### src/rtl/jtag_axi_txn_ctrl_if.sv
// Command/response channel bundle between the JTAG transaction controller
// and the AXI-side async FIFOs. "master" is the controller, "slave" the FIFO side.
interface jtag_axi_txn_ctrl_if #(
  parameter int ADDR_WIDTH = 32,
  parameter int DATA_WIDTH = 32
);
  logic                  cmd_valid;
  logic                  cmd_ready;
  logic [ADDR_WIDTH-1:0] cmd_addr;
  logic [DATA_WIDTH-1:0] cmd_data;
  logic                  cmd_wr;
  logic [2:0]            cmd_size;
  logic [3:0]            cmd_tag;
  logic                  rsp_valid;
  logic                  rsp_ready;
  logic [DATA_WIDTH-1:0] rsp_data;
  logic [1:0]            rsp_resp;
  logic [3:0]            rsp_tag;

  modport master (
    output cmd_valid, cmd_addr, cmd_data, cmd_wr, cmd_size, cmd_tag, rsp_ready,
    input  cmd_ready, rsp_valid, rsp_data, rsp_resp, rsp_tag
  );

  modport slave (
    input  cmd_valid, cmd_addr, cmd_data, cmd_wr, cmd_size, cmd_tag, rsp_ready,
    output cmd_ready, rsp_valid, rsp_data, rsp_resp, rsp_tag
  );
endinterface

### src/rtl/jtag_axi_txn_ctrl.sv
// TCK-domain JTAG-to-AXI transaction controller: one txn in flight, one pending slot.
// Optional in-flight timeout enabled by defining JTAG_AXI_TIMEOUT_EN.
module jtag_axi_txn_ctrl #(
  parameter int ADDR_WIDTH     = 32,
  parameter int DATA_WIDTH     = 32,
  parameter int TIMEOUT_CYCLES = 4096
) (
  input  logic                  tck,
  input  logic                  trstn,
  input  logic                  req_new_i,
  input  logic [ADDR_WIDTH-1:0] req_addr_i,
  input  logic [DATA_WIDTH-1:0] req_data_i,
  input  logic                  req_wr_i,
  input  logic [2:0]            req_size_i,
  input  logic                  status_rd_i,
  output logic [2:0]            status_state_o,
  output logic [DATA_WIDTH-1:0] status_data_o,
  output logic [1:0]            status_resp_o,
  output logic                  drop_o,
  output logic                  pending_o,
  jtag_axi_txn_ctrl_if.master   bus
);

  typedef enum logic [2:0] {S_IDLE, S_ISSUE, S_WAIT, S_DONE, S_TOUT} state_e;

  if (TIMEOUT_CYCLES < 2) begin : g_bad_timeout
    $error("TIMEOUT_CYCLES must be at least 2");
  end

  state_e                state_q, state_d;
  logic [3:0]            tag_q, tag_d;          // tag for the next command
  logic [3:0]            cur_tag_q, cur_tag_d;  // tag of the txn in flight
  logic [ADDR_WIDTH-1:0] addr_q, addr_d, pend_addr_q, pend_addr_d;
  logic [DATA_WIDTH-1:0] data_q, data_d, pend_data_q, pend_data_d;
  logic                  wr_q, wr_d, pend_wr_q, pend_wr_d;
  logic [2:0]            size_q, size_d, pend_size_q, pend_size_d;
  logic                  pend_vld_q, pend_vld_d;
  logic                  drop_q, drop_d;
  logic [DATA_WIDTH-1:0] st_data_q, st_data_d;
  logic [1:0]            st_resp_q, st_resp_d;
  logic                  cmd_valid, rsp_ready;

`ifdef JTAG_AXI_TIMEOUT_EN
  localparam int CW = $clog2(TIMEOUT_CYCLES);
  logic [CW-1:0] cnt_q, cnt_d;
`endif

  always_comb begin
    state_d     = state_q;
    tag_d       = tag_q;
    cur_tag_d   = cur_tag_q;
    addr_d      = addr_q;
    data_d      = data_q;
    wr_d        = wr_q;
    size_d      = size_q;
    pend_addr_d = pend_addr_q;
    pend_data_d = pend_data_q;
    pend_wr_d   = pend_wr_q;
    pend_size_d = pend_size_q;
    pend_vld_d  = pend_vld_q;
    drop_d      = drop_q;
    st_data_d   = st_data_q;
    st_resp_d   = st_resp_q;
    cmd_valid   = 1'b0;
    rsp_ready   = 1'b0;

    if (status_rd_i) drop_d = 1'b0;

    unique case (state_q)
      S_IDLE: begin
        // A waiting pending entry issues first; a coincident request refills the slot.
        if (pend_vld_q) begin
          addr_d      = pend_addr_q;
          data_d      = pend_data_q;
          wr_d        = pend_wr_q;
          size_d      = pend_size_q;
          cur_tag_d   = tag_q;
          pend_vld_d  = req_new_i;
          if (req_new_i) begin
            pend_addr_d = req_addr_i;
            pend_data_d = req_data_i;
            pend_wr_d   = req_wr_i;
            pend_size_d = req_size_i;
          end
          state_d = S_ISSUE;
        end else if (req_new_i) begin
          addr_d    = req_addr_i;
          data_d    = req_data_i;
          wr_d      = req_wr_i;
          size_d    = req_size_i;
          cur_tag_d = tag_q;
          state_d   = S_ISSUE;
        end
      end
      S_ISSUE: begin
        cmd_valid = 1'b1;
        if (bus.cmd_ready) begin
          tag_d   = tag_q + 4'd1;
          state_d = S_WAIT;
        end
      end
      S_WAIT: begin
        rsp_ready = 1'b1;
        if (bus.rsp_valid && (bus.rsp_tag == cur_tag_q)) begin
          st_data_d = bus.rsp_data;
          st_resp_d = bus.rsp_resp;
          state_d   = S_DONE;
        end
      end
      S_DONE, S_TOUT: begin
        if (status_rd_i) state_d = S_IDLE;
      end
      default: state_d = S_IDLE;
    endcase

    if ((state_q != S_IDLE) && req_new_i) begin
      if (!pend_vld_q) begin
        pend_vld_d  = 1'b1;
        pend_addr_d = req_addr_i;
        pend_data_d = req_data_i;
        pend_wr_d   = req_wr_i;
        pend_size_d = req_size_i;
      end else begin
        drop_d = 1'b1;
      end
    end

`ifdef JTAG_AXI_TIMEOUT_EN
    // Abandon the txn; bump the tag even without a handshake so late responses miss.
    cnt_d = ((state_q == S_ISSUE) || (state_q == S_WAIT)) ? cnt_q + 1'b1 : '0;
    if (((state_q == S_ISSUE) || (state_q == S_WAIT)) &&
        (cnt_q == CW'(TIMEOUT_CYCLES - 1)) && (state_d != S_DONE)) begin
      if (state_q == S_ISSUE) tag_d = tag_q + 4'd1;
      state_d = S_TOUT;
    end
`endif
  end

  always_ff @(posedge tck or negedge trstn) begin
    if (!trstn) begin
      state_q     <= S_IDLE;
      tag_q       <= '0;
      cur_tag_q   <= '0;
      addr_q      <= '0;
      data_q      <= '0;
      wr_q        <= 1'b0;
      size_q      <= '0;
      pend_addr_q <= '0;
      pend_data_q <= '0;
      pend_wr_q   <= 1'b0;
      pend_size_q <= '0;
      pend_vld_q  <= 1'b0;
      drop_q      <= 1'b0;
      st_data_q   <= '0;
      st_resp_q   <= '0;
    end else begin
      state_q     <= state_d;
      tag_q       <= tag_d;
      cur_tag_q   <= cur_tag_d;
      addr_q      <= addr_d;
      data_q      <= data_d;
      wr_q        <= wr_d;
      size_q      <= size_d;
      pend_addr_q <= pend_addr_d;
      pend_data_q <= pend_data_d;
      pend_wr_q   <= pend_wr_d;
      pend_size_q <= pend_size_d;
      pend_vld_q  <= pend_vld_d;
      drop_q      <= drop_d;
      st_data_q   <= st_data_d;
      st_resp_q   <= st_resp_d;
    end
  end

`ifdef JTAG_AXI_TIMEOUT_EN
  always_ff @(posedge tck or negedge trstn) begin
    if (!trstn) cnt_q <= '0;
    else        cnt_q <= cnt_d;
  end
`endif

  always_comb begin
    status_state_o = 3'd0;
    unique case (state_q)
      S_ISSUE, S_WAIT: status_state_o = 3'd1;
      S_DONE:          status_state_o = (st_resp_q == 2'd0) ? 3'd2 : 3'd3;
      S_TOUT:          status_state_o = 3'd4;
      default:         status_state_o = 3'd0;
    endcase
  end

  assign bus.cmd_valid = cmd_valid;
  assign bus.cmd_addr  = addr_q;
  assign bus.cmd_data  = data_q;
  assign bus.cmd_wr    = wr_q;
  assign bus.cmd_size  = size_q;
  assign bus.cmd_tag   = cur_tag_q;
  assign bus.rsp_ready = rsp_ready;
  assign status_data_o = st_data_q;
  assign status_resp_o = st_resp_q;
  assign drop_o        = drop_q;
  assign pending_o     = pend_vld_q;

endmodule

### src/flat_wrapper.sv
// flat-port wrapper written by rule: the top's interface ports become plain ports
module jtag_axi_txn_ctrl_flat 
#(
  parameter int ADDR_WIDTH     = 32,
  parameter int DATA_WIDTH     = 32,
  parameter int TIMEOUT_CYCLES = 4096
)
  (tck, trstn, req_new_i, req_addr_i, req_data_i, req_wr_i, req_size_i, status_rd_i, status_state_o, status_data_o, status_resp_o, drop_o, pending_o, bus_cmd_valid, bus_cmd_addr, bus_cmd_data, bus_cmd_wr, bus_cmd_size, bus_cmd_tag, bus_rsp_ready, bus_cmd_ready, bus_rsp_valid, bus_rsp_data, bus_rsp_resp, bus_rsp_tag);
  jtag_axi_txn_ctrl_if #(.ADDR_WIDTH(ADDR_WIDTH), .DATA_WIDTH(DATA_WIDTH)) bus_i ();
  input  logic tck;
  input  logic trstn;
  input  logic req_new_i;
  input  logic [ADDR_WIDTH-1:0] req_addr_i;
  input  logic [DATA_WIDTH-1:0] req_data_i;
  input  logic req_wr_i;
  input  logic [2:0] req_size_i;
  input  logic status_rd_i;
  output logic [2:0] status_state_o;
  output logic [DATA_WIDTH-1:0] status_data_o;
  output logic [1:0] status_resp_o;
  output logic drop_o;
  output logic pending_o;
  output wire logic [$bits(bus_i.cmd_valid)-1:0] bus_cmd_valid;
  output wire logic [$bits(bus_i.cmd_addr)-1:0] bus_cmd_addr;
  output wire logic [$bits(bus_i.cmd_data)-1:0] bus_cmd_data;
  output wire logic [$bits(bus_i.cmd_wr)-1:0] bus_cmd_wr;
  output wire logic [$bits(bus_i.cmd_size)-1:0] bus_cmd_size;
  output wire logic [$bits(bus_i.cmd_tag)-1:0] bus_cmd_tag;
  output wire logic [$bits(bus_i.rsp_ready)-1:0] bus_rsp_ready;
  input wire logic [$bits(bus_i.cmd_ready)-1:0] bus_cmd_ready;
  input wire logic [$bits(bus_i.rsp_valid)-1:0] bus_rsp_valid;
  input wire logic [$bits(bus_i.rsp_data)-1:0] bus_rsp_data;
  input wire logic [$bits(bus_i.rsp_resp)-1:0] bus_rsp_resp;
  input wire logic [$bits(bus_i.rsp_tag)-1:0] bus_rsp_tag;
  assign bus_cmd_valid = bus_i.cmd_valid;
  assign bus_cmd_addr = bus_i.cmd_addr;
  assign bus_cmd_data = bus_i.cmd_data;
  assign bus_cmd_wr = bus_i.cmd_wr;
  assign bus_cmd_size = bus_i.cmd_size;
  assign bus_cmd_tag = bus_i.cmd_tag;
  assign bus_rsp_ready = bus_i.rsp_ready;
  assign bus_i.cmd_ready = bus_cmd_ready;
  assign bus_i.rsp_valid = bus_rsp_valid;
  assign bus_i.rsp_data = bus_rsp_data;
  assign bus_i.rsp_resp = bus_rsp_resp;
  assign bus_i.rsp_tag = bus_rsp_tag;
  jtag_axi_txn_ctrl #(.ADDR_WIDTH(ADDR_WIDTH), .DATA_WIDTH(DATA_WIDTH), .TIMEOUT_CYCLES(TIMEOUT_CYCLES)) u_core (.tck(tck), .trstn(trstn), .req_new_i(req_new_i), .req_addr_i(req_addr_i), .req_data_i(req_data_i), .req_wr_i(req_wr_i), .req_size_i(req_size_i), .status_rd_i(status_rd_i), .status_state_o(status_state_o), .status_data_o(status_data_o), .status_resp_o(status_resp_o), .drop_o(drop_o), .pending_o(pending_o), .bus(bus_i));
endmodule
### config.mk
export PLATFORM = sky130hd
export DESIGN_NAME = jtag_axi_txn_ctrl_flat
export DESIGN_NICKNAME = d
export VERILOG_FILES = /design/src/rtl/jtag_axi_txn_ctrl_if.sv /design/src/rtl/jtag_axi_txn_ctrl.sv /design/src/flat_wrapper.sv
export SDC_FILE = /design/constraint.sdc
export NUM_CORES = 1
export LEC_CHECK = 0
export CAP_MARGIN = 25
export CORE_MARGIN = 3
export CORE_UTILIZATION = 51
export DETAILED_ROUTE_END_ITERATION = 8
export PLACE_DENSITY = 0.89
export SYNTH_ARGS = -nofsm -noshare
export SYNTH_HDL_FRONTEND = slang
export SYNTH_SLANG_ARGS = --single-unit
### constraint.sdc
create_clock -name tck -period 2.6 [get_ports tck]
set_input_delay 0.52 -clock tck [delete_from_list [all_inputs] [get_ports tck]]
set_output_delay 0.52 -clock tck [all_outputs]
set_load 0.005 [all_outputs]
* Yosys cells after proc, flatten, opt, wreduce, memory -nomap -nowiden
Index checks and enable logic that the tools add are counted.
** Word-level totals
- Memories kept :: 0
- Memory bits (writable) :: 0
- Bits in read-only memories :: 0
- Output and inout bits :: 113
- Latch bits :: 0
- Word-level logic and storage cells :: 84
- Input bits :: 112
- Register bits after elaboration :: 183
** Operators by class
- Shift-type cells :: 0
- $add $sub $neg :: 1
- Mux-type cells :: 47
- Bitwise logic cells :: 0
- Equal/unequal tests :: 9
- Reduce and logical (&&, ||, !) cells :: 12
- Multiply operators :: 0
- $lt $le $gt $ge :: 0
- Div/mod/pow operators :: 0
** Operators by type and width (number)
- 2-to-1 mux 32 bit :: 14
- 2-to-1 mux 3 bit :: 12
- 2-to-1 mux 1 bit :: 17
- case mux 3 bit (4 select lines) :: 1
- case mux 3 bit (3 select lines) :: 1
- 2-to-1 mux 4 bit :: 2
- == test 3 x 2 -> 1 bit, second input constant :: 2
- AND reduction 2 bit :: 3
- adder 4 x 1 -> 4 bit, second input constant :: 1
- == test 4 bit :: 1
- inequality test 2 bit, second input constant :: 2
- AND reduction 4 bit :: 1
- OR reduction 2 bit :: 2
- == test 3 x 1 -> 1 bit, second input constant :: 1
- == test 3 bit, second input constant :: 1
- logical NOT 3 bit :: 1
- inequality test 3 x 2 -> 1 bit, second input constant :: 1
- nonzero test 3 bit :: 1
- logical AND 1 bit :: 2
- logical NOT 2 bit :: 1
- inequality test 2 x 1 -> 1 bit, second input constant :: 1
- nonzero test 2 bit :: 1

* Logic depth before layout (Yosys ltp)
- Word-level depth :: 5
- Depth in mapped cells :: 7
- Depth with buffers taken out :: 6

* Worst setup path after synthesis
OpenSTA, ideal clock, no wires.
- Kind :: reg2reg
- From :: reg u_core.state_q[0]
- To :: reg u_core.cur_tag_q[0], in the netlist u_core.bus.cmd_tag[0]
- Library setup time :: 125 ps
- Stages on the path, launching flop included :: 7
- Data required time :: 2475 ps
- Clock period less this slack :: 1707 ps
- Setup slack :: 893 ps
- Arrival time :: 1582 ps
- Path buffers :: 2
- Cell sequence :: dfrtp_1 inv_1 ha_1 o21ai_0 buf_2 buf_4 mux2_2
** Between the ends
- Cells in the longest elaborated chain, start to end :: 2
** RTL lines
- from (decl) :: line jtag_axi_txn_ctrl.sv:30 : state_e state_q, state_d;
- from (signal assigned) :: line jtag_axi_txn_ctrl.sv:157 : state_q <= state_d;
- logical NOT 3 bit :: line jtag_axi_txn_ctrl.sv:69 : unique case (state_q)
- AND reduction 2 bit (no line)
- to (signal assigned) :: line jtag_axi_txn_ctrl.sv:159 : cur_tag_q <= cur_tag_d;
- to (decl) :: line jtag_axi_txn_ctrl.sv:32 : logic [3:0] cur_tag_q, cur_tag_d;
Every way passes these cells.
A chain may end at the register's enable or synchronous reset.

* Final worst setup path
- From :: reg u_core.state_q[0]
- To :: out status_state_o[0]
** Between the ends
- Cells in the longest elaborated chain, start to end :: 3
- Elaborated cells between the ends (all ways) :: 6
- Those cells by class :: eq/ne: 4; mux: 1; reduce/logical: 1
** RTL lines
- == test 3 x 1 -> 1 bit / == test 3 x 2 -> 1 bit (equally long branches) :: line jtag_axi_txn_ctrl.sv:184 : unique case (state_q)
- OR reduction 2 bit :: line jtag_axi_txn_ctrl.sv:184
- case mux 3 bit (3 select lines) (*) :: line jtag_axi_txn_ctrl.sv:184
- to (decl) :: line flat_wrapper.sv:18 : output logic [2:0] status_state_o;
Mark *: on every way between the ends. The rest lies on a longest branch, timed or not.

==> qor.yml <==
layout:
  nFillCells: 907
  diodes: 0
  design_area_sq_um: 10800
  drive_above_1_share: 0.180
  final_cells: 991
  ff_latch_area_sq_um: 4560
  multi_input_area_sq_um: 2990
  final_nets: 913
  area_growth_pct: 39.5
clock_tree:
  clk_latency_ps: 430
  clk_pin_slew_ps: 70
  cts_buffer_depth: 2
  cts_tree: "yes"
  clock_sinks: 182
  clock-root-buffer: "clkbuf_16"
  htreeDepth: 4
  cts_setup_buffers: 0
  cts_buffers: 17
placement:
  gp_congestion: 0.806
  dp_cells: 958
  dpl.hpwl_um: 12600
  place_area_sq_um: 10200
  numPortBuffers: 223
timing:
  hold_viol: 0
  rsz0062_at_grt: "no"
  period_minus_slack_ps: 2500
  setup_tns_ps: 0
  fmax_ghz: 0.400
  whs_ps: 471
  clock_skew_ps: 13.1
  worstMarginPinSlew_ps: 634
  setup_violations: 0
  slew_viol_final: 0
  period_share: 0.961
  slew_headroom: 0.578
synth:
  ys_seq_area_frac: 0.587
  synth_top_area_frac: 0.587
  avgSynthCellArea_sq_um: 13.5
  synthArstFlopShare: 1.00
  synth_cell_types: 29
  yosys-top-cells-area: "dfrtp_1, mux2i_1, mux2_2, mux2_4, o21ai_0"
  synth-seq-cells: 182
  synth_edf_count: 0
  synth-main-ff-cell: "dfrtp_1"
  ys.warnings.count: 0
  synthesis.nets: 693
  synthTopCellsByCount: "dfrtp_1, nand2_1, o21ai_0"
  syn-cell-area_sq_um: 7750
  synth_top_cell_by_area: "dfrtp_1"
  yosysMostFrequentCell: "dfrtp_1"
  syn_inst: 574
die:
  fp.dieH_um: 129
  die_area_sq_um: 16700
  die_x_um: 129
  design.core.area_sq_um: 14700
  row_count: 44
  io_pins: 225
  initial_core_util: 0.527
grt:
  gr-usage-all-layers: 0.219
  grt_antenna_before_repair: 0
  globalRouteOverflowTotal: 0
  grt_pass1_wl_um: 28400
  grt_start_max_net_pins: 69
  grt_pass1_vias: 5567
detailed_routing:
  num_vias: 5278
  dr.pass1.iters: 4
  via_per_inst: 5.33
  drt-total-wl_um: 18200
  remaining_drc_errors: 0
  antenna_left: 0
  dr.first_iter.drc_count: 350
  post_drt_wl_per_cell_um: 18.4
worst_setup_path:
  cp_max_fo: 5
  cp.required_ps: 2080
  end_kind: "primary output"
  path_class: "flop to primary output"
  start_kind: "flop"
  arrival_ps: 1980
job:
  max_cap_viol_count: 0
pwr:
  total_power_mw: 13.7
  ir_drop_uv: 621
  p_leak_nw: 5.10
  power_density_nw_per_um2: 1270
min_path:
  hold_path_class: "flop to flop"
run_status:
  status: "finished clean"
[per-stage QoR]
step	worst slack, ps	utilization
6_report	101	0.736
5_1_grt	13.4	0.736
4_1_cts	3.99	0.736
3_5_place_dp	380	0.694
3_3_place_gp	455	0.694
2_1_floorplan	893	-
[power by group]
| part | internal, mW | leakage [nW] | switching (mW) |
|---|---|---|---|
| Clock | 1.54 | 0.298 | 1.08 |
| Sequential | 4.27 | 2.22 | 0.900 |
| Combinational | 3.56 | 2.58 | 2.36 |
| Total | 9.37 | 5.10 | 4.34 |
[worst paths after layout]
path | depth (start not counted) | slack (ps) | startpoint | to
worst max-delay path | 5 | 100 | u_core.state_q[0]$_DFFE_PN0P_ | status_state_o[0]
worst min-delay path | 1 | 470 | u_core.tag_q[3]$_DFFE_PN0P_ | u_core.tag_q[3]$_DFFE_PN0P_
worst max register to register | 6 | 630 | u_core.state_q[0]$_DFFE_PN0P_ | u_core.state_q[1]$_DFFE_PN0P_
worst min register to register | 1 | 470 | u_core.tag_q[3]$_DFFE_PN0P_ | u_core.tag_q[3]$_DFFE_PN0P_
max in group asynchronous | 3 | 1300 | trstn | u_core.status_data_o[2]$_DFFE_PN0P_
min in group asynchronous | 2 | 580 | trstn | u_core.bus.cmd_data[27]$_DFFE_PN0P_
[state kept, by name, indices dropped and copies added (netlist names)]
| signal | cells |
|---|---|
| u_core.status_resp_o | 2 |
| u_core.pend_data_q | 32 |
| u_core.status_data_o | 32 |
| u_core.state_q | 2 |
| u_core.pend_wr_q | 1 |
| u_core.bus.cmd_size | 3 |
| u_core.bus.cmd_wr | 1 |
| u_core.pend_addr_q | 32 |
| u_core.pend_size_q | 3 |
| u_core.pending_o | 1 |
| u_core.tag_q | 4 |
| u_core.bus.cmd_tag | 4 |
| u_core.bus.cmd_addr | 32 |
| u_core.drop_o | 1 |
| u_core.bus.cmd_data | 32 |
[cells by family after synthesis]
| group | count (synthesis) | share of synthesized area |
|---|---|---|
| fa+ha+maj | 7 | 0.0113 |
| compound gates | 78 | 0.0529 |
| flops | 182 | 0.587 |
| other cells | 1 | 0.000484 |
| simple gates | 83 | 0.0462 |
| mux | 176 | 0.264 |
| xor+xnor | 8 | 0.00904 |
| buf+inv | 39 | 0.0289 |
[layout make-up]
cell class / count / share of cell area
clock buffers: 20 / 0.0413
clock inverters: 12 / 0.0139
inverters: 5 / 0.00174
multi-input cells: 353 / 0.277
flip-flops and latches: 182 / 0.422
well taps: 184 / 0.0213
repair buffers: 235 / 0.223
[metal layers]
metal	part of all wire	global-route usage
met5	0	0
met4	0.019	0.0747
met3	0.059	0.0610
met2	0.53	0.384
met1	0.40	0.260
[critical path, stage by stage, from the launching register on]
cell	delay (ps)
dfrtp_2	430
inv_1	100
ha_1	290
inv_1	50
a21oi_1	130
clkdlybuf4s50_1	550
[what timing repair did]
| item | 4_1_cts | 5_1_grt |
|---|---|---|
| resized for setup | 0 | 1 |
| endpoints found under the hold margin | 32 | 0 |
| endpoints found under the setup margin | 0 | 1 |
| hold buffers | 1 | 0 |
[cell usage in the layout (no fill, tap or decap), types with 3 or more instances in the layout]
cell type	count
o21ai_0	70
nand2_1	70
xnor2_1	4
buf_12	7
inv_1	5
clkbuf_16	17
mux2i_1	69
mux2_4	40
bufinv_16	3
buf_4	4
mux2_2	57
ha_1	7
clkinv_2	5
nand2b_1	4
xor2_1	4
clkdlybuf4s50_1	222
mux2_1	10
dfrtp_1	180
(Power assumes the default switching activity.)
